$ cat config.mk
export PLATFORM = sky130hd
export DESIGN_NAME = sad_search_controller_flat
export DESIGN_NICKNAME = d
export VERILOG_FILES = /design/src/rtl/sad_search_if.sv /design/src/rtl/sad_search_controller.sv /design/src/flat_wrapper.sv
export SDC_FILE = /design/constraint.sdc
export NUM_CORES = 1
export LEC_CHECK = 0
export CAP_MARGIN = 5
export CORE_MARGIN = 3
export CORE_UTILIZATION = 29
export CTS_CLUSTER_SIZE = 40
export DETAILED_ROUTE_END_ITERATION = 6
export PLACE_DENSITY_LB_ADDON = 0.08
export SLEW_MARGIN = 15
export SYNTH_ARGS = -nofsm -noshare
export SYNTH_HDL_FRONTEND = slang
export SYNTH_SLANG_ARGS = --single-unit
export TNS_END_PERCENT = 20
$ cat constraint.sdc
create_clock -name clk -period 2.1 [get_ports clk]
set_input_delay 0.42 -clock clk [delete_from_list [all_inputs] [get_ports clk]]
set_output_delay 0.42 -clock clk [all_outputs]
set_load 0.05 [all_outputs]
$ cat src/rtl/sad_search_if.sv
// Handshake bundle between the SAD search controller, the SAD datapath and
// the min-SAD register. The controller uses the slave view.
interface sad_search_if;
  logic        start;
  logic        abort;
  logic        sad_start;
  logic [7:0]  sad_row;
  logic [7:0]  sad_column;
  logic        sad_valid;
  logic [31:0] sad_in;
  logic [31:0] cand_sad;
  logic [7:0]  cand_row;
  logic [7:0]  cand_column;
  logic        reg_rst;
  logic [31:0] min_sad_in;
  logic [7:0]  min_row_in;
  logic [7:0]  min_column_in;
  logic        busy;
  logic        done;
  logic [31:0] best_sad;
  logic [7:0]  best_row;
  logic [7:0]  best_column;

  modport slave (
    input  start, abort, sad_valid, sad_in, min_sad_in, min_row_in, min_column_in,
    output sad_start, sad_row, sad_column, cand_sad, cand_row, cand_column,
           reg_rst, busy, done, best_sad, best_row, best_column
  );

  modport master (
    output start, abort, sad_valid, sad_in, min_sad_in, min_row_in, min_column_in,
    input  sad_start, sad_row, sad_column, cand_sad, cand_row, cand_column,
           reg_rst, busy, done, best_sad, best_row, best_column
  );
endinterface

$ cat src/rtl/sad_search_controller.sv
// Full-search motion-estimation sequencer: walks every candidate of the search
// window through the SAD datapath and latches the minimum from the min-SAD register.
module sad_search_controller #(
  parameter int NUM_ROWS = 16,
  parameter int NUM_COLS = 16
) (
  input logic         clk,
  input logic         rst,
  sad_search_if.slave bus
);

  localparam logic [7:0] LAST_ROW = 8'(NUM_ROWS - 1);
  localparam logic [7:0] LAST_COL = 8'(NUM_COLS - 1);

  typedef enum logic [2:0] {
    S_IDLE,
    S_CLEAR,
    S_ISSUE,
    S_WAIT,
    S_DRAIN,
    S_DONE
  } state_t;

  state_t      state_reg;
  logic [7:0]  row_reg;
  logic [7:0]  col_reg;
  logic        sad_start_reg;
  logic        reg_rst_reg;
  logic        busy_reg;
  logic        done_reg;
  logic [31:0] best_sad_reg;
  logic [7:0]  best_row_reg;
  logic [7:0]  best_col_reg;

  logic accept;
  logic last_cand;

  // Abort outranks a simultaneous result so the register never sees a partial search.
  assign accept    = (state_reg == S_WAIT) && bus.sad_valid && !bus.abort;
  assign last_cand = (row_reg == LAST_ROW) && (col_reg == LAST_COL);

  always_ff @(posedge clk or posedge rst) begin
    if (rst) begin
      state_reg     <= S_IDLE;
      row_reg       <= 8'd0;
      col_reg       <= 8'd0;
      sad_start_reg <= 1'b0;
      reg_rst_reg   <= 1'b1;
      busy_reg      <= 1'b0;
      done_reg      <= 1'b0;
      best_sad_reg  <= 32'd32767;
      best_row_reg  <= 8'd0;
      best_col_reg  <= 8'd0;
    end else begin
      sad_start_reg <= 1'b0;
      reg_rst_reg   <= 1'b0;
      done_reg      <= 1'b0;
      if (bus.abort && state_reg != S_IDLE) begin
        state_reg   <= S_IDLE;
        busy_reg    <= 1'b0;
        reg_rst_reg <= 1'b1;
        row_reg     <= 8'd0;
        col_reg     <= 8'd0;
      end else begin
        case (state_reg)
          S_IDLE: begin
            if (bus.start) begin
              state_reg   <= S_CLEAR;
              busy_reg    <= 1'b1;
              reg_rst_reg <= 1'b1;
              row_reg     <= 8'd0;
              col_reg     <= 8'd0;
            end
          end
          S_CLEAR: begin
            state_reg     <= S_ISSUE;
            sad_start_reg <= 1'b1;
          end
          S_ISSUE: begin
            state_reg <= S_WAIT;
          end
          S_WAIT: begin
            if (accept) begin
              if (last_cand) begin
                state_reg <= S_DRAIN;
              end else begin
                state_reg     <= S_ISSUE;
                sad_start_reg <= 1'b1;
                if (col_reg == LAST_COL) begin
                  col_reg <= 8'd0;
                  row_reg <= row_reg + 8'd1;
                end else begin
                  col_reg <= col_reg + 8'd1;
                end
              end
            end
          end
          S_DRAIN: begin
            // Register output now reflects the final candidate; latch it with Done.
            state_reg    <= S_DONE;
            done_reg     <= 1'b1;
            best_sad_reg <= bus.min_sad_in;
            best_row_reg <= bus.min_row_in;
            best_col_reg <= bus.min_column_in;
          end
          S_DONE: begin
            state_reg <= S_IDLE;
            busy_reg  <= 1'b0;
          end
          default: begin
            state_reg <= S_IDLE;
            busy_reg  <= 1'b0;
          end
        endcase
      end
    end
  end

  assign bus.sad_start   = sad_start_reg;
  assign bus.sad_row     = row_reg;
  assign bus.sad_column  = col_reg;
  assign bus.cand_sad    = accept ? bus.sad_in : 32'hFFFF_FFFF;
  assign bus.cand_row    = accept ? row_reg : 8'd0;
  assign bus.cand_column = accept ? col_reg : 8'd0;
  assign bus.reg_rst     = reg_rst_reg;
  assign bus.busy        = busy_reg;
  assign bus.done        = done_reg;
  assign bus.best_sad    = best_sad_reg;
  assign bus.best_row    = best_row_reg;
  assign bus.best_column = best_col_reg;

endmodule

$ cat src/flat_wrapper.sv
// flat-port wrapper written by rule: the top's interface ports become plain ports
module sad_search_controller_flat 
#(
  parameter int NUM_ROWS = 16,
  parameter int NUM_COLS = 16
)
  (clk, rst, bus_start, bus_abort, bus_sad_valid, bus_sad_in, bus_min_sad_in, bus_min_row_in, bus_min_column_in, bus_sad_start, bus_sad_row, bus_sad_column, bus_cand_sad, bus_cand_row, bus_cand_column, bus_reg_rst, bus_busy, bus_done, bus_best_sad, bus_best_row, bus_best_column);
  sad_search_if bus_i ();
  input logic clk;
  input logic rst;
  input wire logic [$bits(bus_i.start)-1:0] bus_start;
  input wire logic [$bits(bus_i.abort)-1:0] bus_abort;
  input wire logic [$bits(bus_i.sad_valid)-1:0] bus_sad_valid;
  input wire logic [$bits(bus_i.sad_in)-1:0] bus_sad_in;
  input wire logic [$bits(bus_i.min_sad_in)-1:0] bus_min_sad_in;
  input wire logic [$bits(bus_i.min_row_in)-1:0] bus_min_row_in;
  input wire logic [$bits(bus_i.min_column_in)-1:0] bus_min_column_in;
  output wire logic [$bits(bus_i.sad_start)-1:0] bus_sad_start;
  output wire logic [$bits(bus_i.sad_row)-1:0] bus_sad_row;
  output wire logic [$bits(bus_i.sad_column)-1:0] bus_sad_column;
  output wire logic [$bits(bus_i.cand_sad)-1:0] bus_cand_sad;
  output wire logic [$bits(bus_i.cand_row)-1:0] bus_cand_row;
  output wire logic [$bits(bus_i.cand_column)-1:0] bus_cand_column;
  output wire logic [$bits(bus_i.reg_rst)-1:0] bus_reg_rst;
  output wire logic [$bits(bus_i.busy)-1:0] bus_busy;
  output wire logic [$bits(bus_i.done)-1:0] bus_done;
  output wire logic [$bits(bus_i.best_sad)-1:0] bus_best_sad;
  output wire logic [$bits(bus_i.best_row)-1:0] bus_best_row;
  output wire logic [$bits(bus_i.best_column)-1:0] bus_best_column;
  assign bus_i.start = bus_start;
  assign bus_i.abort = bus_abort;
  assign bus_i.sad_valid = bus_sad_valid;
  assign bus_i.sad_in = bus_sad_in;
  assign bus_i.min_sad_in = bus_min_sad_in;
  assign bus_i.min_row_in = bus_min_row_in;
  assign bus_i.min_column_in = bus_min_column_in;
  assign bus_sad_start = bus_i.sad_start;
  assign bus_sad_row = bus_i.sad_row;
  assign bus_sad_column = bus_i.sad_column;
  assign bus_cand_sad = bus_i.cand_sad;
  assign bus_cand_row = bus_i.cand_row;
  assign bus_cand_column = bus_i.cand_column;
  assign bus_reg_rst = bus_i.reg_rst;
  assign bus_busy = bus_i.busy;
  assign bus_done = bus_i.done;
  assign bus_best_sad = bus_i.best_sad;
  assign bus_best_row = bus_i.best_row;
  assign bus_best_column = bus_i.best_column;
  sad_search_controller #(.NUM_ROWS(NUM_ROWS), .NUM_COLS(NUM_COLS)) u_core (.clk(clk), .rst(rst), .bus(bus_i));
endmodule
==> impl_results.md, run 1 <==
- Initial antenna violation count: 0
- Synth Register Bits: 71
- Row cnt: 39
- Routed Antenna Nets: 0
- Via count: 3310
- Fmax: 0.482 GHz
- CORE AREA: 11600 um^2
- Hold WS: 503 ps
- Pwr dens: 602 nW/um^2
- CTS tree: yes
- Status: completed
- Residual DRC: 0
- I/O Buffers: 200
- Synth Instances: 306
- Initial drt markers: 84
- Peak supply drop: 0.423 mV
- Synthesis Warnings: 0
- Placed cell area: 5920 um^2
- Hold path start: u_core.bus.best_sad[17]$_DFFE_PP0P_
- Class of the most critical hold timing path: register to register
- Initial core utilization: 30.0%
- Yosys top cell area share: 39.7%
- Total gr overflow: 0
- Share of cells above drive strength 1: 41.2%
- Setup violations, final: 0
- Sequential share of the synthesized area: 51.8%
- GPL Wtd Cong: 0.842
- Commonest non-fill, non-tap cell in the layout: clkdlybuf4s50_1
- # diodes: 0
- Fin area: 6580 um^2
- Startpoint types: register
- Final Max Slew Viols: 0
- Root Driver: clkbuf_16
- Fin nets: 630
- First-pass GRT wire length: 17900 um
- Crit path time final: 2080 ps
- Total track usage: 17.3%
- CTS Hold Buffers Added: 0
- H-tree levels: 3
- Setup WS pre-CTS: -202 ps
- Skew final: 5.93 ps
- Most frequent cells in the layout: clkdlybuf4s50_1 (126), buf_4 (61), dfrtp_1 (51)
- Worst reg2reg setup slack: 20 ps
- Dominant cells by area after synthesis: dfrtp_1 (40%), mux2_2 (16%), dfstp_2 (12%)
- Fillers: 1003
- EDFF count, synth: 0
- Vias/cell: 4.79
- CTS Sinks: 71
- Adder-Cell Fraction of Synth Area: 0.721%
- Post-Route Utilization: 56.9%
- Mapped Area: 3470 um^2
- Fraction of registers with async set/reset: 100%
- Kind of critical path: register to register
- Final Hold Viols: 0
- Register-to-Register Path Depth: 5
- CP endpoint kind: register
- Simple-Gate Fraction of Synth Area: 20.4%
- Crit. Startpoint: u_core.bus.sad_column[5]$_DFFE_PP0P_
- Post-route setup slack: 24.6 ps
- DP Wirelength: 8100 um
- Compound-Gate Fraction of Synth Area: 7.86%
- Yosys cell types: 48
- Die width: 115 um
- Die area: 13300 um^2
- Post-Synth XOR/XNOR Area: 0.252%
- FF-to-FF End: u_core.bus.sad_row[4]$_DFFE_PP0P_
- Clock Path Buffers: 2
- Main combinational cell family by area after synthesis: simple AND/OR/NAND/NOR gates
- Hold Path Sink: u_core.bus.best_sad[17]$_DFFE_PP0P_
- CP Data Arrival Time: 2300 ps
- Drt pass-1 iters: 4
- Routed len/inst: 16.5 um
- Ratio of final minimum period to clock period: 98.8%
- Syn_nets: 393
- P_leak: 2.94 nW
- Mean Syn Cell Area: 11.3 um^2
- FF-to-FF Start: u_core.bus.sad_column[5]$_DFFE_PP0P_
- Largest register FFs: 32
- Die Y-Extent: 115 um
- Hold-critical path depth: 1
- Setup total negative slack: 0 ps
- Vias in the first global route: 3568
- Req. time, crit path: 2320 ps
- Tightest Pin Transition: 531 ps
- Maxcap violations: 0
- Worst-path clk slew: 60 ps
- Total wire length: 11400 um
- Mux cell area share after synthesis: 15.9%
- Most used DFF post-synth: dfrtp_1
- Clock Latency Late Sink: 330 ps
- Largest net degree at the start of global routing: 38
- Slew margin rel.: 64.1%
- Setup repair after global routing missed its margin: true
- Ports: 201
- Area leader, netlist: dfrtp_1
- Crit path max fanout: 6
- CTS Buf Count: 9
- Area Overhead vs Synth: 89.5%
## Yosys cell counts (2+ instances only)
cell      count
dfrtp_1      55
o311ai_0      3
nor3_1        3
buf_2         6
and4b_1       2
nand4b_1      2
and3_1        2
and2_1       16
mux2_2       48
nand4_1       4
or4_1         4
ha_1          2
clkbuf_1     15
or4_4         2
o21ai_0       5
a22oi_1       2
inv_1         3
nor3b_1       2
or3_1         3
a21oi_1       7
o211ai_1      3
dfstp_2      16
a31oi_1       4
nand2_1      16
a21o_1        5
o21ai_1       2
nand2b_1     32
nand3_1      14
nor2_1        9
## area by class of cell
| class | count | area (um^2) | share of cell area [%] |
|---|---|---|---|
| clock buffers | 10 | 239 | 3.63 |
| multi-input cells | 210 | 1640 | 25.0 |
| well taps | 143 | 179 | 2.72 |
| repair buffers | 248 | 2620 | 39.8 |
| flip-flops and latches | 71 | 1800 | 27.4 |
| clock inverters | 6 | 83.8 | 1.27 |
| inverters | 3 | 15.0 | 0.228 |
## timing repair
item                                    4_1_cts  5_1_grt
pin swaps                                     2        8
endpoints found under the setup margin       49       54
setup buffers                                 5        5
cloned                                        3        0
resized for setup                            22       35
## worst max-delay path by stage
stage,slack (ps),depth (start not counted),end
finish,20,5,u_core.bus.sad_row[4]$_DFFE_PP0P_
global route,-50,6,bus_cand_sad[20]
CTS,1,1,bus_best_sad[5]
detailed placement,-200,6,bus_cand_column[1]
global placement,-170,5,u_core.bus.sad_column[7]$_DFFE_PP0P_
floorplan,-110,5,u_core.bus.sad_row[5]$_DFFE_PP0P_
## metal layers
layer	vias up	track usage, %	part of all wire, %
met5	-	0	0
met4	0	7.98	2.3
met3	19	5.89	6.8
met2	114	28.5	51
met1	1607	20.3	40
li1	1570	-	-
## stage by stage
step / std cells / power (W)
after floorplan: 306 / 0.00191
after global placement: 662 / 0.00229
after detailed placement: 662 / 0.00229
after CTS: 686 / 0.00400
after global routing: 691 / 0.00415
final: 691 / 0.00396
## report_power, final
group | switching, W | total, W | internal (W)
combinational | 0.000466 | 0.000859 | 0.000393
sequential | 0.0000274 | 0.00146 | 0.00144
clock | 0.000568 | 0.00164 | 0.00107
## worst max-delay path: stages (launching register included)
cell      delay (ps)
dfrtp_2          400
or4_4            580
or2_4            250
buf_4            150
or3_1            380
o311ai_2         220
## cell families after synthesis
logic type               after synthesis
AND/OR/NAND/NOR                      118
multiplexers                          49
flip-flops                            71
AO/OA/AOI/OAI                         40
adder cells (fa/ha/maj)                2
buffers and inverters                 25
XOR/XNOR                               1
Note: power is estimated with default switching activity, not from simulation.
==> run 2: changes to the inputs <==
--- a/config.mk
+++ b/config.mk
@@ -8,9 +8,11 @@
 export CAP_MARGIN = 5
 export CORE_MARGIN = 3
 export CORE_UTILIZATION = 29
+export CTS_CLUSTER_DIAMETER = 40
 export CTS_CLUSTER_SIZE = 40
 export DETAILED_ROUTE_END_ITERATION = 6
 export PLACE_DENSITY_LB_ADDON = 0.08
+export SETUP_SLACK_MARGIN = 0.05
 export SLEW_MARGIN = 15
 export SYNTH_ARGS = -nofsm -noshare
 export SYNTH_HDL_FRONTEND = slang
==> run 2 against run 1 <==
The run now ends with setup timing left. Hold slack hardly changed. Non-clock buffer count is 2 lower. Critical path depth is 2 higher. Combinational power is 1% higher. Final cell count is 0.29% lower. Register-to-register slack better by 50 ps. Wire length is 1.8% higher. Flip-flop and latch count stayed put. Critical path type is now register to primary output. Highest routed layer unchanged.
==> impl_results.md, run 2 (synthesis gave the netlist of run 1 again) <==
- Largest net degree at the start of global routing: 72 (was 38)
- Crit path max-delay family: buffers and inverters (was simple AND/OR/NAND/NOR gates)
- Ports: 201 (unchanged)
- Largest register FFs: 32 (unchanged)
- CP Data Arrival Time: 1710 ps (was 2300 ps)
- Vias/cell: 4.87 (was 4.79)
- Ratio of final minimum period to clock period: 101% (was 98.8%)
- Initial core utilization: 30.0% (unchanged)
- CTS tree: yes (unchanged)
- Setup total negative slack: -153 ps (was 0 ps)
- Row cnt: 39 (unchanged)
- I/O Buffers: 200 (unchanged)
- Residual DRC: 0 (unchanged)
- Kind of critical path: register to primary output (was register to register)
- Setup violations, final: 10 (was 0)
- Switching Fraction: 27.2% (was 26.8%)
- Clk network pwr share: 40.6% (was 41.3%)
- Req. time, crit path: 1680 ps (was 2320 ps)
- Most used cell, CP: buf_6
- Setup repair after global routing missed its margin: true (unchanged)
- Post-route setup slack: -27.6 ps (was 24.6 ps)
- Setup WS pre-CTS: -225 ps (was -202 ps)
- Worst path depth: 7 (was 5)
- Area Overhead vs Synth: 92.2% (was 89.5%)
- H-tree levels: 3 (unchanged)
- CP peak stage delay: 380 ps (was 580 ps)
- Skew final: 2.28 ps (was 5.93 ps)
- CP Buf/Inv Count: 5 (was 1)
- Pwr dens: 590 nW/um^2 (was 602 nW/um^2)
- Fillers: 991 (was 1003)
- # diodes: 0 (unchanged)
- Die area: 13300 um^2 (unchanged)
- Fmax: 0.470 GHz (was 0.482 GHz)
- Hold path start: u_core.bus.busy$_DFFE_PP0P_ (was u_core.bus.best_sad[17]$_DFFE_PP0P_)
- First-pass GRT wire length: 17700 um (was 17900 um)
- FF-to-FF End: u_core.bus.sad_column[7]$_DFFE_PP0P_ (was u_core.bus.sad_row[4]$_DFFE_PP0P_)
- Placed cell area: 5920 um^2 (about the same)
- Vias in the first global route: 3395 (was 3568)
- Cells along the critical path: buf_6 > nor3_4 > buf_4 > buf_6 > buf_16 > nand2b_1 > buf_6 (was or4_4 > or2_4 > buf_4 > or3_1 > o311ai_2)
- P_leak: 2.94 nW (about the same)
- Initial antenna violation count: 0 (unchanged)
- Hold-critical path depth: 2 (was 1)
- Root Driver: clkbuf_16 (unchanged)
- CP endpoint kind: primary output (was register)
- Share of cells above drive strength 1: 41.9% (was 41.2%)
- Cell-internal power: 0.00287 W (was 0.00290 W)
- Fin area: 6670 um^2 (was 6580 um^2)
- Total wire length: 11600 um (was 11400 um)
- CORE AREA: 11600 um^2 (unchanged)
- Worst-path clk slew: 60 ps (about the same)
- Crit path time final: 2130 ps (was 2080 ps)
- Total track usage: 17.0% (was 17.3%)
- CTS Sinks: 71 (unchanged)
- Psw: 0.00107 W (was 0.00106 W)
- Tightest Pin Transition: 529 ps (was 531 ps)
- Failing checks: setup timing
- Commonest non-fill, non-tap cell in the layout: clkdlybuf4s50_1 (unchanged)
- FF-to-FF Start: u_core.state_reg[0]$_DFFE_PP0P_ (was u_core.bus.sad_column[5]$_DFFE_PP0P_)
- Status: finished, violations left (was completed)
- Worst reg2reg setup slack: 70 ps (was 20 ps)
- Total gr overflow: 0 (unchanged)
- Drt pass-1 iters: 4 (unchanged)
- CTS Buf Count: 9 (unchanged)
- Crit-path slowest cell: dfrtp_1 (was or4_4)
- Crit path max fanout: 7 (was 6)
- CTS Hold Buffers Added: 0 (unchanged)
- Clock Latency Late Sink: 320 ps (was 330 ps)
- Initial drt markers: 115 (was 84)
- Routed Antenna Nets: 0 (unchanged)
- Die Y-Extent: 115 um (unchanged)
- Final Hold Viols: 0 (unchanged)
- Maxcap violations: 0 (unchanged)
- Slew margin rel.: 64.6% (was 64.1%)
- Peak supply drop: 0.576 mV (was 0.423 mV)
- Final Max Slew Viols: 0 (unchanged)
- Sequential power share: 37.3% (was 37.0%)
- Logic pwr share: 22.0% (was 21.7%)
- Routed len/inst: 16.8 um (was 16.5 um)
- Startpoint types: register (unchanged)
- Die width: 115 um (unchanged)
- Class of the most critical hold timing path: register to register (unchanged)
- Fin nets: 628 (was 630)
- Hold Path Sink: u_core.bus.busy$_DFFE_PP0P_ (was u_core.bus.best_sad[17]$_DFFE_PP0P_)
- Most frequent cells in the layout: clkdlybuf4s50_1 (119), mux2_2 (48), dfrtp_1 (48) (was clkdlybuf4s50_1 (126), buf_4 (61), dfrtp_1 (51))
- Via count: 3352 (was 3310)
- Clock Path Buffers: 2 (unchanged)
- DP Wirelength: 7840 um (was 8100 um)
- Register-to-Register Path Depth: 5 (unchanged)
- GPL Wtd Cong: 0.772 (was 0.842)
[run 2: cell count changes in the layout (fill, tap and decap cells not counted), sizes merged]
cell	delta
clkinvlp	+1
clkdlybuf4s50	-7
bufinv	-1
dlymetal6s2s	-6
buf	-8
clkbuf	+3
dlygate4sd2	+18
clkinv	-2
[run 2: worst max-delay path by stage]
stage	startpoint	endpoint	slack, ps
4_1_cts	u_core.state_reg[1]$_DFFE_PP0P_	bus_cand_sad[2]	-60
5_1_grt	u_core.state_reg[2]$_DFFE_PP0P_	bus_cand_sad[22]	-100
3_3_place_gp	bus_sad_valid	bus_cand_row[7]	-180
6_report	u_core.state_reg[2]$_DFFE_PP0P_	bus_cand_sad[22]	-30
3_5_place_dp	bus_sad_valid	bus_cand_row[7]	-220
2_1_floorplan	u_core.bus.sad_column[5]$_DFFE_PP0P_	u_core.bus.sad_row[5]$_DFFE_PP0P_	-110
[run 2: cell type report]
type                    count  area, um^2  share of cell area [%]
clock inverters             4        51.3                   0.769
clock buffers              12         268                    4.01
repair buffers            246        2670                    40.0
well taps                 143         179                    2.68
multi-input cells         210        1690                    25.3
flip-flops and latches     71        1810                    27.1
inverters                   3        15.0                   0.225
[run 2: power by group through the flow]
stage	logic (W)	registers [W]	clock network, W
6_report	0.000869	0.00147	0.00160
4_1_cts	0.000868	0.00147	0.00165
3_5_place_dp	0.000804	0.00149	0
5_1_grt	0.000925	0.00148	0.00171
2_1_floorplan	0.000248	0.00167	0
3_3_place_gp	0.000796	0.00149	0
[run 2: through the flow]
step	util, %	instances	total power (W)	hold slack (ps)
2_1_floorplan	-	306	0.00191	497
3_3_place_gp	51.2	657	0.00229	489
3_5_place_dp	51.2	657	0.00230	495
4_1_cts	57.4	689	0.00399	509
5_1_grt	57.7	689	0.00411	513
6_report	57.7	689	0.00394	503
[run 2: worst min-delay path, delay by kind of cell, from the launching register on]
kind / cells / cell delay, ps
AND/OR/NAND/NOR: 1 / 60
AO/OA/AOI/OAI: 1 / 70
flip-flops: 1 / 330
[run 2: timing repair]
| action | CTS | global route |
|---|---|---|
| pin swaps | 13 | 4 |
| setup buffers | 12 | 0 |
| setup endpoints to repair | 66 | 50 |
| cloned | 4 | 1 |
| gates resized for setup | 80 | 6 |
[run 2: per-layer routing]
| metal | share of wire (%) | GRT usage [%] | up-vias | wire length [um] |
|---|---|---|---|---|
| met4 | 0.88 | 4.23 | 0 | 102 |
| met2 | 49 | 29.2 | 175 | 5690 |
| met5 | 0 | 0 | - | 0 |
| met3 | 11 | 6.58 | 8 | 1280 |
| li1 | - | - | 1559 | - |
| met1 | 39 | 20.1 | 1610 | 4500 |
==> run 3: changes to the inputs <==
--- a/config.mk
+++ b/config.mk
@@ -6,13 +6,14 @@
 export NUM_CORES = 1
 export LEC_CHECK = 0
 export CAP_MARGIN = 5
-export CORE_MARGIN = 3
 export CORE_UTILIZATION = 29
 export CTS_CLUSTER_DIAMETER = 40
 export CTS_CLUSTER_SIZE = 40
 export DETAILED_ROUTE_END_ITERATION = 6
 export PLACE_DENSITY_LB_ADDON = 0.08
+export RECOVER_POWER = 25
 export SETUP_SLACK_MARGIN = 0.05
+export SKIP_LAST_GASP = 1
 export SLEW_MARGIN = 15
 export SYNTH_ARGS = -nofsm -noshare
 export SYNTH_HDL_FRONTEND = slang
==> run 3 against run 2 <==
The flow finishes with violations (DRC). Clock power is 3% higher. Sequential power hardly changed. First-iteration DRC count is 48% higher. Setup slack better by 42 ps. Global-route usage is 0.14 points higher. Critical path depth stayed put. Highest routed layer unchanged.
==> impl_results.md, run 3 (synthesis gave the netlist of run 1 again) <==
- Peak supply drop: 0.395 mV (was 0.576 mV)
- Slew margin rel.: 39.3% (was 64.6%)
- Total gr overflow: 0 (unchanged)
- Initial drt markers: 170 (was 115)
- Crit-path slowest cell: dfrtp_1 (unchanged)
- Psw: 0.00105 W (was 0.00107 W)
- Clock Path Buffers: 2 (unchanged)
- Die area: 12400 um^2 (was 13300 um^2)
- CTS Buf Count: 9 (unchanged)
- First-pass GRT wire length: 16800 um (was 17700 um)
- GPL Wtd Cong: 0.794 (was 0.772)
- Met2 GRT Util: 29.5% (was 29.2%)
- Clk network pwr share: 42.0% (was 40.6%)
- Fin area: 6480 um^2 (was 6670 um^2)
- H-tree levels: 3 (unchanged)
- Ratio of final minimum period to clock period: 99.3% (was 101%)
- Vias in the first global route: 3338 (was 3395)
- Root Driver: clkbuf_16 (unchanged)
- CTS Hold Buffers Added: 0 (unchanged)
- Cell-internal power: 0.00289 W (was 0.00287 W)
- Setup repair after global routing missed its margin: true (unchanged)
- Status: finished, violations left (unchanged)
- Area Overhead vs Synth: 86.7% (was 92.2%)
- Routed Antenna Nets: 0 (unchanged)
- M1 GR Usage: 19.3% (was 20.1%)
- Drt pass-1 iters: 6 (was 4)
- Worst-path clk slew: 60 ps (about the same)
- Kind of critical path: register to primary output (unchanged)
- Placed cell area: 5990 um^2 (was 5920 um^2)
- Post-Route Utilization: 56.0% (was 57.7%)
- Cells along the critical path: buf_6 > nor3_4 > buf_6 > buf_12 > buf_12 > nand2b_1 > buf_4 (was buf_6 > nor3_4 > buf_4 > buf_6 > buf_16 > nand2b_1 > buf_6)
- CP Buf/Inv Count: 5 (unchanged)
- Routed len/inst: 15.2 um (was 16.8 um)
- Commonest non-fill, non-tap cell in the layout: clkdlybuf4s50_1 (unchanged)
- CTS Sinks: 71 (unchanged)
- Logic pwr share: 20.5% (was 22.0%)
- Crit path time final: 2090 ps (was 2130 ps)
- Crit path max fanout: 11 (was 7)
- Fmax: 0.480 GHz (was 0.470 GHz)
- CP peak stage delay: 380 ps (about the same)
- Via count: 3269 (was 3352)
- Initial core utilization: 30.0% (unchanged)
- Residual DRC: 40 (was 0)
- Die Y-Extent: 111 um (was 115 um)
- Die width: 111 um (was 115 um)
- CORE AREA: 11600 um^2 (unchanged)
- DP Wirelength: 7460 um (was 7840 um)
- Initial antenna violation count: 0 (unchanged)
- Total wire length: 10400 um (was 11600 um)
- Setup violations, final: 0 (was 10)
- Startpoint types: register (unchanged)
- Clock Latency Late Sink: 330 ps (was 320 ps)
- Ports: 201 (unchanged)
- Power after layout: 0.00394 W (about the same)
- Final Hold Viols: 0 (unchanged)
- Total track usage: 17.2% (was 17.0%)
- Share of cells above drive strength 1: 38.6% (was 41.9%)
- Failing checks: DRC (was setup timing)
- Crit path max-delay family: buffers and inverters (unchanged)
- Switching Fraction: 26.7% (was 27.2%)
- Most frequent cells in the layout: clkdlybuf4s50_1 (140), mux2_2 (48), buf_4 (48) (was clkdlybuf4s50_1 (119), mux2_2 (48), dfrtp_1 (48))
- Maxcap violations: 0 (unchanged)
- Req. time, crit path: 1680 ps (about the same)
- GRT Max-Usage Layer: met2 (unchanged)
- Skew final: 4.36 ps (was 2.28 ps)
- CTS tree: yes (unchanged)
- # diodes: 0 (unchanged)
- CP Data Arrival Time: 1670 ps (was 1710 ps)
- Largest register FFs: 32 (unchanged)
- Met3 usage: 5.82% (was 6.58%)
- I/O Buffers: 200 (unchanged)
- CP endpoint kind: primary output (unchanged)
- Vias/cell: 4.79 (was 4.87)
- Final Max Slew Viols: 0 (unchanged)
- Largest net degree at the start of global routing: 65 (was 72)
- P_leak: 2.74 nW (was 2.94 nW)
- Class of the most critical hold timing path: input pin to async pin (was register to register)
- Row cnt: 39 (unchanged)
- Sequential power share: 37.5% (was 37.3%)
- Fin nets: 621 (was 628)
- Pwr dens: 608 nW/um^2 (was 590 nW/um^2)
- Tightest Pin Transition: 910 ps (was 529 ps)
run 3: path summary, 6_finish.rpt:
check                                                   endpoint                                start  cells after the start  slack [ps]
setup reg to reg            u_core.bus.sad_column[7]$_DFFE_PP0P_      u_core.state_reg[1]$_DFFE_PP0P_                      5          70
min in group clk             u_core.bus.best_sad[23]$_DFFE_PP0P_  u_core.bus.best_sad[23]$_DFFE_PP0P_                      1         500
max in group asynchronous      u_core.bus.sad_row[1]$_DFFE_PP0P_                                  rst                      3         320
hold / removal             u_core.bus.best_column[5]$_DFFE_PP0P_                                  rst                      2         490
setup / recovery                                bus_cand_sad[22]      u_core.state_reg[2]$_DFFE_PP0P_                      7          10
hold reg to reg              u_core.bus.best_sad[23]$_DFFE_PP0P_  u_core.bus.best_sad[23]$_DFFE_PP0P_                      1         500
run 3: through the flow:
stage	setup WS, ps	TNS [ps]	cells	hold slack [ps]
CTS	-40.1	-837	678	344
global placement	-156	-8560	660	490
detailed placement	-179	-10250	660	495
finish	14.7	0	682	488
global route	-53.3	-1100	682	511
floorplan	-106	-1110	306	497
run 3: power groups by stage:
stage,Sequential (W),Clock (W),Combinational (W)
6_report,0.00148,0.00165,0.000809
5_1_grt,0.00149,0.00175,0.000871
4_1_cts,0.00148,0.00171,0.000809
3_5_place_dp,0.00150,0,0.000798
3_3_place_gp,0.00149,0,0.000794
2_1_floorplan,0.00167,0,0.000248
run 3: worst reg2reg max path, stage by stage (launching register included):
cell and delay [ps]:
dfrtp_2 450, buf_4 150, or4b_4 510, and4b_1 230
or4_1 510, o21ai_1 120
run 3: timing repair:
action                     in CTS  in global routing
buffers inserted                1                  4
pin swaps                       1                  1
cloned                          1                  1
resized for setup               9                 29
setup endpoints to repair      69                 75
run 3: area by class of cell:
type / instances / area, um^2
Fill cell: 1000 / 5080
Timing Repair Buffer: 239 / 2520
Sequential cell: 71 / 1810
Multi-Input combinational cell: 210 / 1640
Clock buffer: 11 / 243
Tap cell: 143 / 179
Clock inverter: 5 / 81.3
Inverter: 3 / 12.5
run 3: layer usage:
layer  vias to the layer above  wire (um)
li1                       1549          -
met1                      1555       3960
met2                       153       5180
met3                        12       1070
met4                         0        168
met5                         -          0
==> variant (config.mk and constraints of run 2) <==
`NUM_COLS` is set to 16 in 2 places; all go to 8.
--- a/src/rtl/sad_search_controller.sv
+++ b/src/rtl/sad_search_controller.sv
@@ -4,3 +4,3 @@
   parameter int NUM_ROWS = 16,
-  parameter int NUM_COLS = 16
+  parameter int NUM_COLS = 8
 ) (
--- a/src/flat_wrapper.sv
+++ b/src/flat_wrapper.sv
@@ -4,3 +4,3 @@
   parameter int NUM_ROWS = 16,
-  parameter int NUM_COLS = 16
+  parameter int NUM_COLS = 8
 )
Behaviour: same outputs for any inputs over 10 cycles, from zero or initial values and one cycle with rst high; that may be too few to reach the edited logic, so the function may still have changed.
==> variant against run 2 <==
  * Power up 2.3%
  * Worst setup slack better by 0.094 ns
  * Critical path depth down 2
  * Utilization down 1.0 points
  * Wire length down 9.6%
  * Synthesized cell count down 0.65%
  * Sequential cell count unchanged
  * Non-clock buffer count down 14
  * Area after synthesis down 2.7%
  * Count of clock-buffer cells in the layout down 1
  * Design area down 5.5%
  * Critical path type unchanged
  * Critical endpoint is now bus_cand_column[1]
  * Highest routed layer unchanged
==> variant: results (changes against run 2) <==
----------------------------------------------------
[Routing]
  First-iteration detailed-routing DRC count ... 133 (was 115)
  Total routed wire length on the met1 layer ... 4290 um (was 4500 um)
  Met2 WL ... 5030 um (was 5690 um)
  Final wirelength ... 10500 um (was 11600 um)
  Vias after detailed routing ... 3142 (was 3352)

[Yosys]
  Netlist cell types ... 35 (was 48)
  Fraction of synthesized area in multiplexers ... 0.160 (was 0.159)
  Adder-cell share of the synthesized area ... 0.00741 (was 0.00721)
  Net count after synthesis ... 391 (was 393)
  Fraction of the mapped netlist area in compound gates ... 0.0660 (was 0.0786)

[Setup path]
  Worst reg-to-reg setup slack ... 0.15 ns (was 0.07 ns)
  Crit path capture ... bus_cand_column[1] (was bus_cand_sad[22])
  Source of the critical timing path ... u_core.state_reg[0] (was u_core.state_reg[2])
  Critical path peak fanout ... 3 (was 7)

[Finish]
  Share of cells above drive strength 1 ... 0.395 (was 0.419)
  Number of nets in the layout ... 614 (was 628)

[Global route]
  Grt met3 use ... 0.0393 (was 0.0658)
  Routing usage on met1 ... 0.203 (was 0.201)
  Total global routing track utilization ... 0.158 (was 0.170)
  Largest net degree at the start of global routing ... 65 (was 72)

[Outcome]
  Run status ... complete, no violations (was finished, violations left)

[Timing]
  Transition time at the pin with the least slew margin ... 0.535 ns (was 0.529 ns)

[Min path]
  Worst min path class ... input port to asynchronous set/reset pin (was flop to flop)

[Pwr]
  Net Sw Power ... 1.10 mW (was 1.07 mW)
  Peak supply drop ... 0.378 mV (was 0.576 mV)
  Cell leakage power ... 2.75 nW (was 2.94 nW)

[Placement]
  Inst Count DP ... 647 (was 657)

----------------------------------------------------
## variant: what timing repair did
action,in CTS,in global routing
pin swaps,1,6
endpoints found under the setup margin,61,55
cloned,2,1
gates resized for setup,26,35
buffers inserted,4,2
## variant: metrics by stage
stage / cell area (um^2) / setup slack (ns) / utilization / hold WS, ns / TNS [ns]
2_1_floorplan: 3420 / -0.0845 / - / 0.551 / -1.52
3_3_place_gp: 5770 / -0.150 / 0.518 / 0.488 / -6.81
3_5_place_dp: 5770 / -0.161 / 0.518 / 0.494 / -6.95
4_1_cts: 6150 / 0.00163 / 0.553 / 0.388 / 0
5_1_grt: 6310 / 0.0201 / 0.567 / 0.402 / 0
6_report: 6310 / 0.0660 / 0.567 / 0.388 / 0
## variant: layout make-up
class                      count  area, um^2
fill                         960        4820
clock buffer                  11         243
sequential                    71        1810
multi-input combinational    208        1590
clock inverter                 5        81.3
inverter                       5        22.5
tap                          140         175
timing repair buffer         232        2390
